File: src/rtl/if_fetch_stage_pkg.sv
// Shared constants and types for the instruction fetch stage.
// Imported by pc_register and if_fetch_stage.
package if_fetch_stage_pkg;

  localparam int ADDR_W  = 32;
  localparam int INSTR_W = 32;

  localparam logic [INSTR_W-1:0] NOP_INSTR = '0;
  localparam logic [ADDR_W-1:0]  PC_INC    = 32'd4;

  // Contents of the IF/ID pipeline register
  typedef struct packed {
    logic [ADDR_W-1:0]  pc_plus4;
    logic [INSTR_W-1:0] instr;
    logic               valid;
  } ifid_t;

  // Force a byte address onto a word boundary
  function automatic logic [ADDR_W-1:0] word_align(input logic [ADDR_W-1:0] addr);
    return addr & ~(ADDR_W'(3));
  endfunction

endpackage : if_fetch_stage_pkg

File: src/rtl/if_fetch_stage_pc_register.sv
// Program counter: redirect load beats hold, hold beats sequential advance.
// PC is always word aligned; PC+4 wraps modulo 2^32.
module pc_register
  import if_fetch_stage_pkg::*;
#(
  parameter logic [ADDR_W-1:0] RESET_PC = 32'h0000_0000
) (
  input  logic              clk,
  input  logic              rst,
  input  logic              hold,
  input  logic              load,
  input  logic [ADDR_W-1:0] load_addr,
  output logic [ADDR_W-1:0] pc,
  output logic [ADDR_W-1:0] pc_plus4
);

  localparam logic [ADDR_W-1:0] RESET_PC_ALIGNED = word_align(RESET_PC);

  assign pc_plus4 = pc + PC_INC;

  // NOTE: sequential state uses non-blocking (<=) so every flop samples
  // pre-edge values, independent of block evaluation order.
  always_ff @(posedge clk or negedge rst) begin
    if (!rst) begin
      pc <= RESET_PC_ALIGNED;
    end else if (load) begin
      pc <= word_align(load_addr);
    end else if (!hold) begin
      pc <= pc_plus4;
    end
  end

endmodule : pc_register

File: src/rtl/if_fetch_stage.sv
// Instruction fetch stage: PC, IF/ID register and fetch counter.
// Optional macro IF_BRANCH_FLUSH_EN squashes the fetch on a redirect edge.
module if_fetch_stage
  import if_fetch_stage_pkg::*;
#(
  parameter logic [ADDR_W-1:0] RESET_PC   = 32'h0000_0000,
  parameter int                IMEM_WORDS = 201
) (
  input  logic               clk,
  input  logic               rst,
  input  logic               freeze,
  input  logic               branch_taken,
  input  logic [ADDR_W-1:0]  branch_addr,
  output logic [ADDR_W-1:0]  imem_addr,
  input  logic [INSTR_W-1:0] imem_data,
  output logic [ADDR_W-1:0]  pc_out,
  output logic [INSTR_W-1:0] instr_out,
  output logic               valid_out,
  output logic               fetch_oob
);

  localparam logic [ADDR_W-1:0] IMEM_WORDS_W = ADDR_W'(IMEM_WORDS);

  logic [ADDR_W-1:0] pc;
  logic [ADDR_W-1:0] pc_plus4;
  ifid_t             ifid_q;
  ifid_t             ifid_d;
  ifid_t             fetched;
  logic              ifid_we;
  logic [31:0]       fetch_count;

  pc_register #(
    .RESET_PC (RESET_PC)
  ) u_pc_register (
    .clk       (clk),
    .rst       (rst),
    .hold      (freeze),
    .load      (branch_taken),
    .load_addr (branch_addr),
    .pc        (pc),
    .pc_plus4  (pc_plus4)
  );

  assign imem_addr = pc;
  assign fetch_oob = (pc >> 2) >= IMEM_WORDS_W;

  // NOTE: every signal written here gets a default first, so no path
  // through the block can leave a value unassigned and infer a latch.
  always_comb begin
    fetched = '{pc_plus4: pc_plus4,
                instr:    fetch_oob ? NOP_INSTR : imem_data,
                valid:    !fetch_oob};
    ifid_d  = ifid_q;
    ifid_we = 1'b0;
`ifdef IF_BRANCH_FLUSH_EN
    if (branch_taken) begin
      // Squash the wrong-path word; pc_out keeps its previous value
      ifid_d  = '{pc_plus4: ifid_q.pc_plus4, instr: NOP_INSTR, valid: 1'b0};
      ifid_we = 1'b1;
    end else if (!freeze) begin
      ifid_d  = fetched;
      ifid_we = 1'b1;
    end
`else
    // Branch shadow is padded by software, so the redirect edge loads normally
    if (branch_taken || !freeze) begin
      ifid_d  = fetched;
      ifid_we = 1'b1;
    end
`endif
  end

  always_ff @(posedge clk or negedge rst) begin
    if (!rst) begin
      ifid_q      <= '{pc_plus4: '0, instr: NOP_INSTR, valid: 1'b0};
      fetch_count <= '0;
    end else begin
      ifid_q <= ifid_d;
      if (ifid_we && ifid_d.valid) begin
        fetch_count <= fetch_count + 32'd1;
      end
    end
  end

  assign pc_out    = ifid_q.pc_plus4;
  assign instr_out = ifid_q.instr;
  assign valid_out = ifid_q.valid;

endmodule : if_fetch_stage

File: config.mk
export PLATFORM = sky130hd
export DESIGN_NAME = if_fetch_stage
export DESIGN_NICKNAME = d
export VERILOG_FILES = /design/src/rtl/if_fetch_stage_pkg.sv /design/src/rtl/if_fetch_stage_pc_register.sv /design/src/rtl/if_fetch_stage.sv
export SDC_FILE = /design/constraint.sdc
export NUM_CORES = 1
export LEC_CHECK = 0
export ABC_AREA = 1
export BUFFER_PORTS_ARGS = -buffer_cell sky130_fd_sc_hd__clkbuf_2
export CAP_MARGIN = 20
export CORE_MARGIN = 2
export CORE_UTILIZATION = 46
export DETAILED_ROUTE_END_ITERATION = 10
export GPL_ROUTABILITY_DRIVEN = 0
export PLACE_DENSITY_LB_ADDON = 0.3
export SETUP_SLACK_MARGIN = 0.02
export SYNTH_ARGS = -nofsm -noshare
export SYNTH_HDL_FRONTEND = slang
export SYNTH_SLANG_ARGS = --single-unit
File: constraint.sdc
create_clock -name clk -period 1.36 [get_ports clk]
set_input_delay 0.204 -clock clk [delete_from_list [all_inputs] [get_ports clk]]
set_output_delay 0.204 -clock clk [all_outputs]
set_load 0.005 [all_outputs]
==> results.json, run 1 <==
{
  "status": "complete, but fails checks",
  "violations": "setup timing",
  "ys_types": 29,
  "yosysSeqAreaShare_pct": 47.1,
  "critPathRequiredTime_ns": 1.16,
  "pre_cts_slack_ns": -0.143,
  "layout-drive-gt1-share_pct": 46.4,
  "cts_tree": "done",
  "drt_iter0_markers": 567,
  "grt_overflow": 0,
  "fp.coreArea_mm2": 0.0104,
  "path_cells": "nor2_1 > nand2_1 > nor2_2 > nand2_2 > nor2_4 > nand2_2 > clkbuf_2",
  "fillers": 661,
  "ff2ff_setup_slack_ns": -0.38,
  "placed_cells": 1001,
  "htree_levels": 3,
  "async_reset_ff_share_pct": 100,
  "finalMaxSlewViolations": 0,
  "dr.pass1.iters": 5,
  "viasPerCell": 5.54,
  "grt_pass1_wl_um": 26500,
  "mostFrequentLayoutCell": "nand2_1",
  "io_pins": 166,
  "dieArea_mm2": 0.0116,
  "power.leakage_nw": 4.15,
  "cts.sinks": 93,
  "grt_max_degree": 64,
  "fin_cells": 1063,
  "totalWireLength_um": 19700,
  "drv_cap": 0,
  "worst-path-max-fanout": 2,
  "antenna_cells": 0,
  "ys_warn_count": 0,
  "synthesis.area_mm2": 0.00494,
  "track_usage_pct": 29.2,
  "routedWlPerCell_um": 18.5,
  "path_buf_inv": 1,
  "setup_viol": 95,
  "skew_ns": 0.0199,
  "final_nets": 993,
  "synth-seq-cells": 93,
  "path_delay_family": "simple AND/OR/NAND/NOR gates",
  "syn_inst": 671,
  "clk_pin_slew_ns": 0.11,
  "vias": 5884,
  "io_buffer_count": 159,
  "syn2layout_area_growth_pct": 59.6,
  "final_cell_mix": "nand2_1, clkbuf_2, dfrtp_1",
  "p_per_area_mw_per_mm2": 975,
  "fmax_ghz": 0.539,
  "path_common_cell": "nand2_2",
  "initial_core_util_pct": 47.6,
  "cts_inserted_buffers": 9,
  "cp_slowest_cell": "dfrtp_1",
  "final_hold_viol_count": 0,
  "cpPeakStageDelay_ns": 0.43,
  "clk_path_buf_depth": 2,
  "insertion_delay_ns": 0.38,
  "antenna_found_initial": 0,
  "hold_class": "in2reg",
  "place_area_mm2": 0.00636,
  "synth.avg_cell_area_um2": 7.36,
  "grt_setup_unrepaired": "yes",
  "die_w_um": 108,
  "dpl.hpwl_um": 10700,
  "row_count": 37,
  "worstSetupPathType": "reg2out",
  "end_kind": "primary output",
  "design_area_mm2": 0.00788,
  "start_kind": "flip-flop",
  "period_share_pct": 137,
  "fin_ws_ns": -0.497,
  "die_height_um": 108,
  "ir_drop_mv": 0.633,
  "drtAntennaViolNets": 0,
  "arrival_ns": 1.65,
  "period_needed_ns": 1.86,
  "ys.flop_type": "dfrtp_1",
  "synth_edf_count": 0,
  "drcViolationCount": 0,
  "grt_pass1_vias": 5414,
  "clockRootBuffer": "clkbuf_8"
}
-- worst paths after layout --
kind / cells past startpoint / from / end
max: 7 / u_pc_register.pc[11] / fetch_oob
min: 3 / imem_data[7] / instr_out[7]
max reg2reg: 9 / u_pc_register.pc[2] / pc_out[22]
min reg2reg: 2 / instr_out[10] / instr_out[10]
max in group asynchronous: 3 / rst / u_pc_register.pc[16]
min in group asynchronous: 2 / rst / u_pc_register.pc[6]
-- synthesized netlist by cell type (all sizes together), types with 4 or more instances --
cell,instances,area share [%]
nor2,63,5.8
buf,25,2.8
nand4,33,4.2
o211ai,4,0.61
nand2,304,23
o21ai,29,3.0
xor2,11,2.4
clkbuf,7,0.53
a22o,5,0.89
nand3,25,2.6
inv,60,4.6
dfrtp,93,47
-- kinds of logic after synthesis --
logic type / synth area share (%)
flops: 47.1
compound gates: 5.37
simple gates: 36.0
buf+inv: 7.88
other cells: 0.0759
xor+xnor: 2.76
fa+ha+maj: 0.760
-- per-stage QoR --
step	hold slack, ns	utilization, %	TNS, ns	power [mW]
after floorplan	-0.0916	-	0	3.87
after global routing	0.0565	76.0	-25.11	7.99
final	0.0597	76.0	-21.03	7.69
after CTS	0.0484	69.0	-11.17	7.12
after detailed placement	0.0467	61.3	-5.64	4.70
after global placement	0.0430	61.3	-4.32	4.66
-- worst register-to-register path, delay by kind of cell (launching register included) --
kind | cells | cell delay (ns)
fa+ha+maj | 1 | 0.15
buf+inv | 2 | 0.26
simple gates | 6 | 0.75
flops | 1 | 0.47
-- sequential cells by signal (all words and copies together), names as in the netlist --
register / count
instr_out: 32
pc_out: 30
u_pc_register.pc: 30
valid_out: 1
-- power breakdown --
part,switching [mW],leakage (nW),internal (mW)
Clock,1.10,0.113,1.10
Sequential,0.214,1.19,2.99
Combinational,1.21,2.85,1.07
-- metal layers --
layer	routed length, µm	vias to the layer above	GRT usage (%)	share of wire [%]
met4	1040	0	14.8	5.3
met2	9320	415	46.4	47
met5	0	-	0	0
met3	1920	106	6.60	9.7
met1	7420	2783	37.4	38
li1	-	2580	-	-
-- layout make-up --
class	instances	area, µm²	share of cell area, %
Clock buffer	10	138	1.75
Timing Repair Buffer	269	1990	25.3
Sequential cell	93	2340	29.7
Inverter	60	235	2.98
Multi-Input combinational cell	489	2910	36.9
Clock inverter	6	93.8	1.19
Tap cell	136	170	2.16
-- repair_timing --
action                                 4_1_cts  5_1_grt
endpoints found under the hold margin       93        0
resized for setup                          115      137
cloned                                       0        2
buffers inserted                            23       30
hold buffers                                 1        0
setup endpoints to repair                   80      103
pin swaps                                   50       94
Power figures use the tool's default switching activity.
==> inputs of run 2 (changes only) <==
--- a/config.mk
+++ b/config.mk
@@ -13,7 +13,7 @@
 export DETAILED_ROUTE_END_ITERATION = 10
 export GPL_ROUTABILITY_DRIVEN = 0
 export PLACE_DENSITY_LB_ADDON = 0.3
-export SETUP_SLACK_MARGIN = 0.02
+export SETUP_SLACK_MARGIN = 0.1
 export SYNTH_ARGS = -nofsm -noshare
 export SYNTH_HDL_FRONTEND = slang
 export SYNTH_SLANG_ARGS = --single-unit
==> run 2 against run 1 <==
The flow still finishes with violations (setup timing). Combinational power is 3% higher. Sequential power hardly changed. First-iteration DRC count is 6.0% higher. Final area is 1.7% higher. Largest cell class unchanged.
==> results.json, run 2 (synthesis results as in run 1) <==
{
  "status": "complete, but fails checks",
  "violations": "setup timing",
  "min_to": "u_pc_register.pc[5]",
  "clockRootBuffer": "clkbuf_8",
  "fillers": 673,
  "routedWlPerCell_um": 18.5,
  "critPathRequiredTime_ns": 1.16,
  "drt_iter0_markers": 601,
  "clk_pin_slew_ns": 0.10,
  "clk_path_buf_depth": 2,
  "dpl.hpwl_um": 10800,
  "drtAntennaViolNets": 0,
  "cts_tree": "done",
  "r2r_start": "u_pc_register.pc[21]",
  "switchingPower_mw": 2.55,
  "skew_ns": 0.0218,
  "totalWireLength_um": 19600,
  "initial_core_util_pct": 47.6,
  "htree_levels": 3,
  "pre_cts_slack_ns": -0.117,
  "start_kind": "flip-flop",
  "cts_inserted_buffers": 9,
  "setup_viol": 94,
  "io_pins": 166,
  "track_usage_pct": 28.5,
  "end_kind": "primary output",
  "viasPerCell": 5.54,
  "holdPathStages": 3,
  "internal_power_mw": 5.02,
  "holdCritStartpoint": "branch_addr[5]",
  "pwr-share-comb_pct": 30.9,
  "final_nets": 993,
  "setup_tns_ns": -26.49,
  "antenna_cells": 0,
  "final_hold_viol_count": 0,
  "dieArea_mm2": 0.0116,
  "period_needed_ns": 2.01,
  "p_per_area_mw_per_mm2": 944,
  "grt_pass1_wl_um": 25700,
  "drcViolationCount": 0,
  "dr.pass1.iters": 8,
  "die_w_um": 108,
  "mostFrequentLayoutCell": "nand2_1",
  "grt_pass1_vias": 5278,
  "antenna_found_initial": 0,
  "p_clk_share_pct": 26.7,
  "grt_setup_unrepaired": "yes",
  "io_buffer_count": 159,
  "power.leakage_nw": 4.18,
  "syn2layout_area_growth_pct": 62.3,
  "multi_input_area_mm2": 0.00291,
  "fmax_ghz": 0.498,
  "largest_reg_flops": 32,
  "worstSetupPathType": "reg2out",
  "drv_cap": 0,
  "grt_overflow": 0,
  "insertion_delay_ns": 0.40,
  "r2r_end": "instr_out[7]",
  "die_height_um": 108,
  "seqPwrFrac_pct": 42.4,
  "finalMaxSlewViolations": 0,
  "cts.sinks": 93,
  "vias": 5893,
  "fp.coreArea_mm2": 0.0104,
  "row_count": 37,
  "switching_share_pct": 33.6,
  "layout-drive-gt1-share_pct": 46.3,
  "fin_ws_ns": -0.646,
  "arrival_ns": 1.80,
  "ir_drop_mv": 0.702,
  "final_cell_mix": "nand2_1, clkbuf_2, dfrtp_1",
  "grt_max_degree": 52,
  "area.sequential_mm2": 0.00234,
  "period_share_pct": 148,
  "worst-path-max-fanout": 2,
  "hold_class": "in2reg",
  "reg2reg_depth": 10,
  "ff2ff_setup_slack_ns": -0.46
}
-- run 2: cell type report --
class                      count  area share [%]
timing repair buffer         269            26.7
tap                          136            2.12
multi-input combinational    489            36.3
inverter                      60            3.09
clock inverter                 5           0.749
sequential                    93            29.2
clock buffer                  11            1.76
-- run 2: layer usage --
layer	wire length, µm	share of wire (%)	track usage, %
met1	7330	37	35.9
met2	9350	48	47.5
met3	1870	9.5	6.36
met4	1060	5.4	11.4
met5	0	0	0
-- run 2: worst max-delay path, cell delays in order, from the launching register on --
cell and delay [ns]:
dfrtp_1 0.45, nor2_2 0.17, nand3_2 0.08, nor2_2 0.24
nand2_2 0.12, nor2_4 0.13, nand2_2 0.09, clkbuf_2 0.14
-- run 2: metrics by stage --
stage | hold slack [ns] | utilization [%] | area [µm²] | instances | power (mW)
after floorplan | -0.0916 | - | 5030 | 674 | 3.90
after global placement | 0.105 | 61.3 | 6360 | 996 | 4.68
after detailed placement | 0.111 | 61.3 | 6360 | 996 | 4.72
after CTS | 0.0360 | 69.0 | 7160 | 1034 | 6.98
after global routing | 0.0364 | 77.3 | 8020 | 1063 | 7.88
final | 0.0335 | 77.3 | 8020 | 1063 | 7.57
-- run 2: how the worst max path moves through the flow --
stage	start	end	slack, ns	cells past startpoint
floorplan	u_pc_register.pc[3]	instr_out[10]	0.01	8
global route	u_pc_register.pc[22]	fetch_oob	-0.69	7
global placement	u_pc_register.pc[2]	instr_out[20]	-0.07	7
finish	u_pc_register.pc[21]	fetch_oob	-0.65	7
detailed placement	u_pc_register.pc[2]	instr_out[4]	-0.12	7
CTS	u_pc_register.pc[3]	fetch_oob	-0.37	7
-- run 2: power groups by stage --
stage / combinational [mW] / sequential (mW) / clock (mW)
3_3_place_gp: 1.46 / 3.22 / 0
2_1_floorplan: 0.622 / 3.27 / 0
4_1_cts: 1.83 / 3.17 / 1.97
3_5_place_dp: 1.49 / 3.23 / 0
5_1_grt: 2.50 / 3.23 / 2.14
6_report: 2.34 / 3.21 / 2.02
-- run 2: timing repair --
item	4_1_cts	5_1_grt
setup buffers	20	38
hold buffers	1	0
pin swaps	67	92
endpoints found under the setup margin	100	118
hold endpoints to repair	28	0
gates resized for setup	91	156
cloned	3	3
==> inputs of run 3 (changes only) <==
==> constraint.sdc (replaced) <==
create_clock -name clk -period 1.36 [get_ports clk]
set_input_delay 0.204 -clock clk [delete_from_list [all_inputs] [get_ports clk]]
set_output_delay 0.204 -clock clk [all_outputs]
set_load 0.01 [all_outputs]
==> run 3 against run 2 <==
The run still ends with setup timing left. Worst setup slack gained 0.053 ns. Register-to-register slack worse by 0.13 ns. Flip-flop and latch count did not move. First-iteration DRC count is 10% higher. Non-clock buffer count up 9. Utilization up 0.72 points. Cell count up 0.85%. Maximum frequency is 2.7% higher. Wire length up 3.4%. Critical path type is now reg2reg. Critical endpoint is now u_pc_register.pc[20]. Largest cell class unchanged.
==> results.json, run 3 (synthesis results as in run 1) <==
{
  "grt_overflow": 0,
  "cts_inserted_buffers": 9,
  "syn2layout_area_growth_pct": 63.8,
  "grt_pass1_vias": 5516,
  "viasPerCell": 5.61,
  "hold_class": "in2reg",
  "p_per_area_mw_per_mm2": 953,
  "status": "complete, but fails checks",
  "antenna_cells": 0,
  "clk_path_buf_depth": 2,
  "initial_core_util_pct": 47.6,
  "io_pins": 166,
  "antenna_found_initial": 0,
  "ff2ff_setup_slack_ns": -0.59,
  "arrival_ns": 2.28,
  "fp.coreArea_mm2": 0.0104,
  "grt_setup_unrepaired": "yes",
  "setup_viol": 96,
  "fin_ws_ns": -0.594,
  "dr.pass1.iters": 5,
  "r2r_start": "u_pc_register.pc[2]",
  "fin_util_pct": 78.0,
  "dpl.hpwl_um": 10700,
  "grt_pass1_wl_um": 26500,
  "violations": "setup timing",
  "finalMaxSlewViolations": 0,
  "cts.sinks": 93,
  "ir_drop_mv": 0.795,
  "clockRootBuffer": "clkbuf_8",
  "largest_reg_flops": 32,
  "insertion_delay_ns": 0.39,
  "dieArea_mm2": 0.0116,
  "layout-drive-gt1-share_pct": 47.3,
  "totalWireLength_um": 20300,
  "drtAntennaViolNets": 0,
  "htree_levels": 3,
  "row_count": 37,
  "fin_worst_hold_slack_ns": 0.0443,
  "drcViolationCount": 0,
  "die_height_um": 108,
  "pre_cts_slack_ns": -0.112,
  "r2r_end": "u_pc_register.pc[20]",
  "routedWlPerCell_um": 18.9,
  "track_usage_pct": 29.3,
  "holdPathStages": 3,
  "end_kind": "flip-flop",
  "power.leakage_nw": 4.25,
  "drv_cap": 0,
  "die_w_um": 108,
  "cts_tree": "done",
  "final_cell_mix": "nand2_1, clkbuf_2, dfrtp_1",
  "worstSetupPathType": "reg2reg",
  "drt_iter0_markers": 663,
  "skew_ns": 0.0208,
  "io_buffer_count": 159,
  "place_area_mm2": 0.00642,
  "period_share_pct": 144,
  "critPathRequiredTime_ns": 1.68,
  "design_area_mm2": 0.00809,
  "mostFrequentLayoutCell": "nand2_1",
  "reg2reg_depth": 11,
  "final_hold_viol_count": 0,
  "min_to": "instr_out[24]",
  "final_nets": 1002,
  "clk_pin_slew_ns": 0.10,
  "start_kind": "flip-flop",
  "holdCritStartpoint": "imem_data[24]",
  "period_needed_ns": 1.95,
  "grt_max_degree": 58,
  "vias": 6019,
  "worst-path-max-fanout": 6,
  "fmax_ghz": 0.512
}
==> run 3: cell types whose count changed in the layout (fill, tap and decap cells not counted), moves of 3 or more <==
cell and change:
clkbuf_2 -7, buf_4 +13, dfrtp_1 -3, nand2_4 +3, dfrtp_2 +3
==> run 3: area by class of cell <==
class | instances | area [µm²]
clock inverter | 6 | 63.8
clock buffer | 10 | 128
fill | 634 | 2280
inverter | 60 | 243
timing repair buffer | 278 | 2260
multi-input combinational | 489 | 2880
tap | 136 | 170
sequential | 93 | 2340
==> run 3: worst max-delay path by stage <==
stage / start / to / slack [ns]
after floorplan: u_pc_register.pc[3] / instr_out[10] / -0.002
after global placement: u_pc_register.pc[25] / fetch_oob / -0.10
after detailed placement: u_pc_register.pc[3] / instr_out[14] / -0.11
after CTS: u_pc_register.pc[21] / fetch_oob / -0.38
after global routing: u_pc_register.pc[2] / u_pc_register.pc[20] / -0.59
final: u_pc_register.pc[2] / u_pc_register.pc[20] / -0.59
==> run 3: through the flow <==
| step | total power, mW | TNS (ns) | cells |
|---|---|---|---|
| finish | 7.71 | -30.37 | 1072 |
| global route | 7.98 | -32.20 | 1072 |
| CTS | 7.02 | -15.27 | 1042 |
| detailed placement | 4.83 | -4.82 | 1000 |
| global placement | 4.78 | -3.41 | 1000 |
| floorplan | 3.98 | -0.0464 | 674 |
==> run 3: per-layer routing <==
metal  wire length (µm)  GRT usage (%)  share of wire [%]  vias to the layer above
li1                   -              -                  -                     2594
met5                  0              0                  0                        -
met4               1380           14.4                6.8                        0
met2               9570           48.7                 47                      455
met3               1950           5.99                9.6                      126
met1               7380           36.3                 36                     2844
==> run 3: repair_timing <==
action / in CTS / in global routing
hold endpoints to repair: 24 / 0
resized for setup: 103 / 167
cloned: 4 / 1
pin swaps: 32 / 90
hold buffers: 1 / 0
setup endpoints to repair: 103 / 116
setup buffers: 23 / 42
==> run 3: where the power goes <==
| part | internal (mW) | total (mW) | switching, mW |
|---|---|---|---|
| Clock | 0.853 | 1.95 | 1.10 |
| Sequential | 3.00 | 3.22 | 0.223 |
| Combinational | 1.20 | 2.54 | 1.33 |
==> run 3: worst max-delay path, stage by stage, from the launching register on <==
cell     delay (ns)
dfrtp_2        0.49
buf_6          0.14
buf_6          0.10
ha_4           0.15
nand3_4        0.14
inv_4          0.14
nand2_8        0.11
nor2_4         0.20
nand2_1        0.09
nand2_1        0.12
nand3_1        0.11
nand2_1        0.09
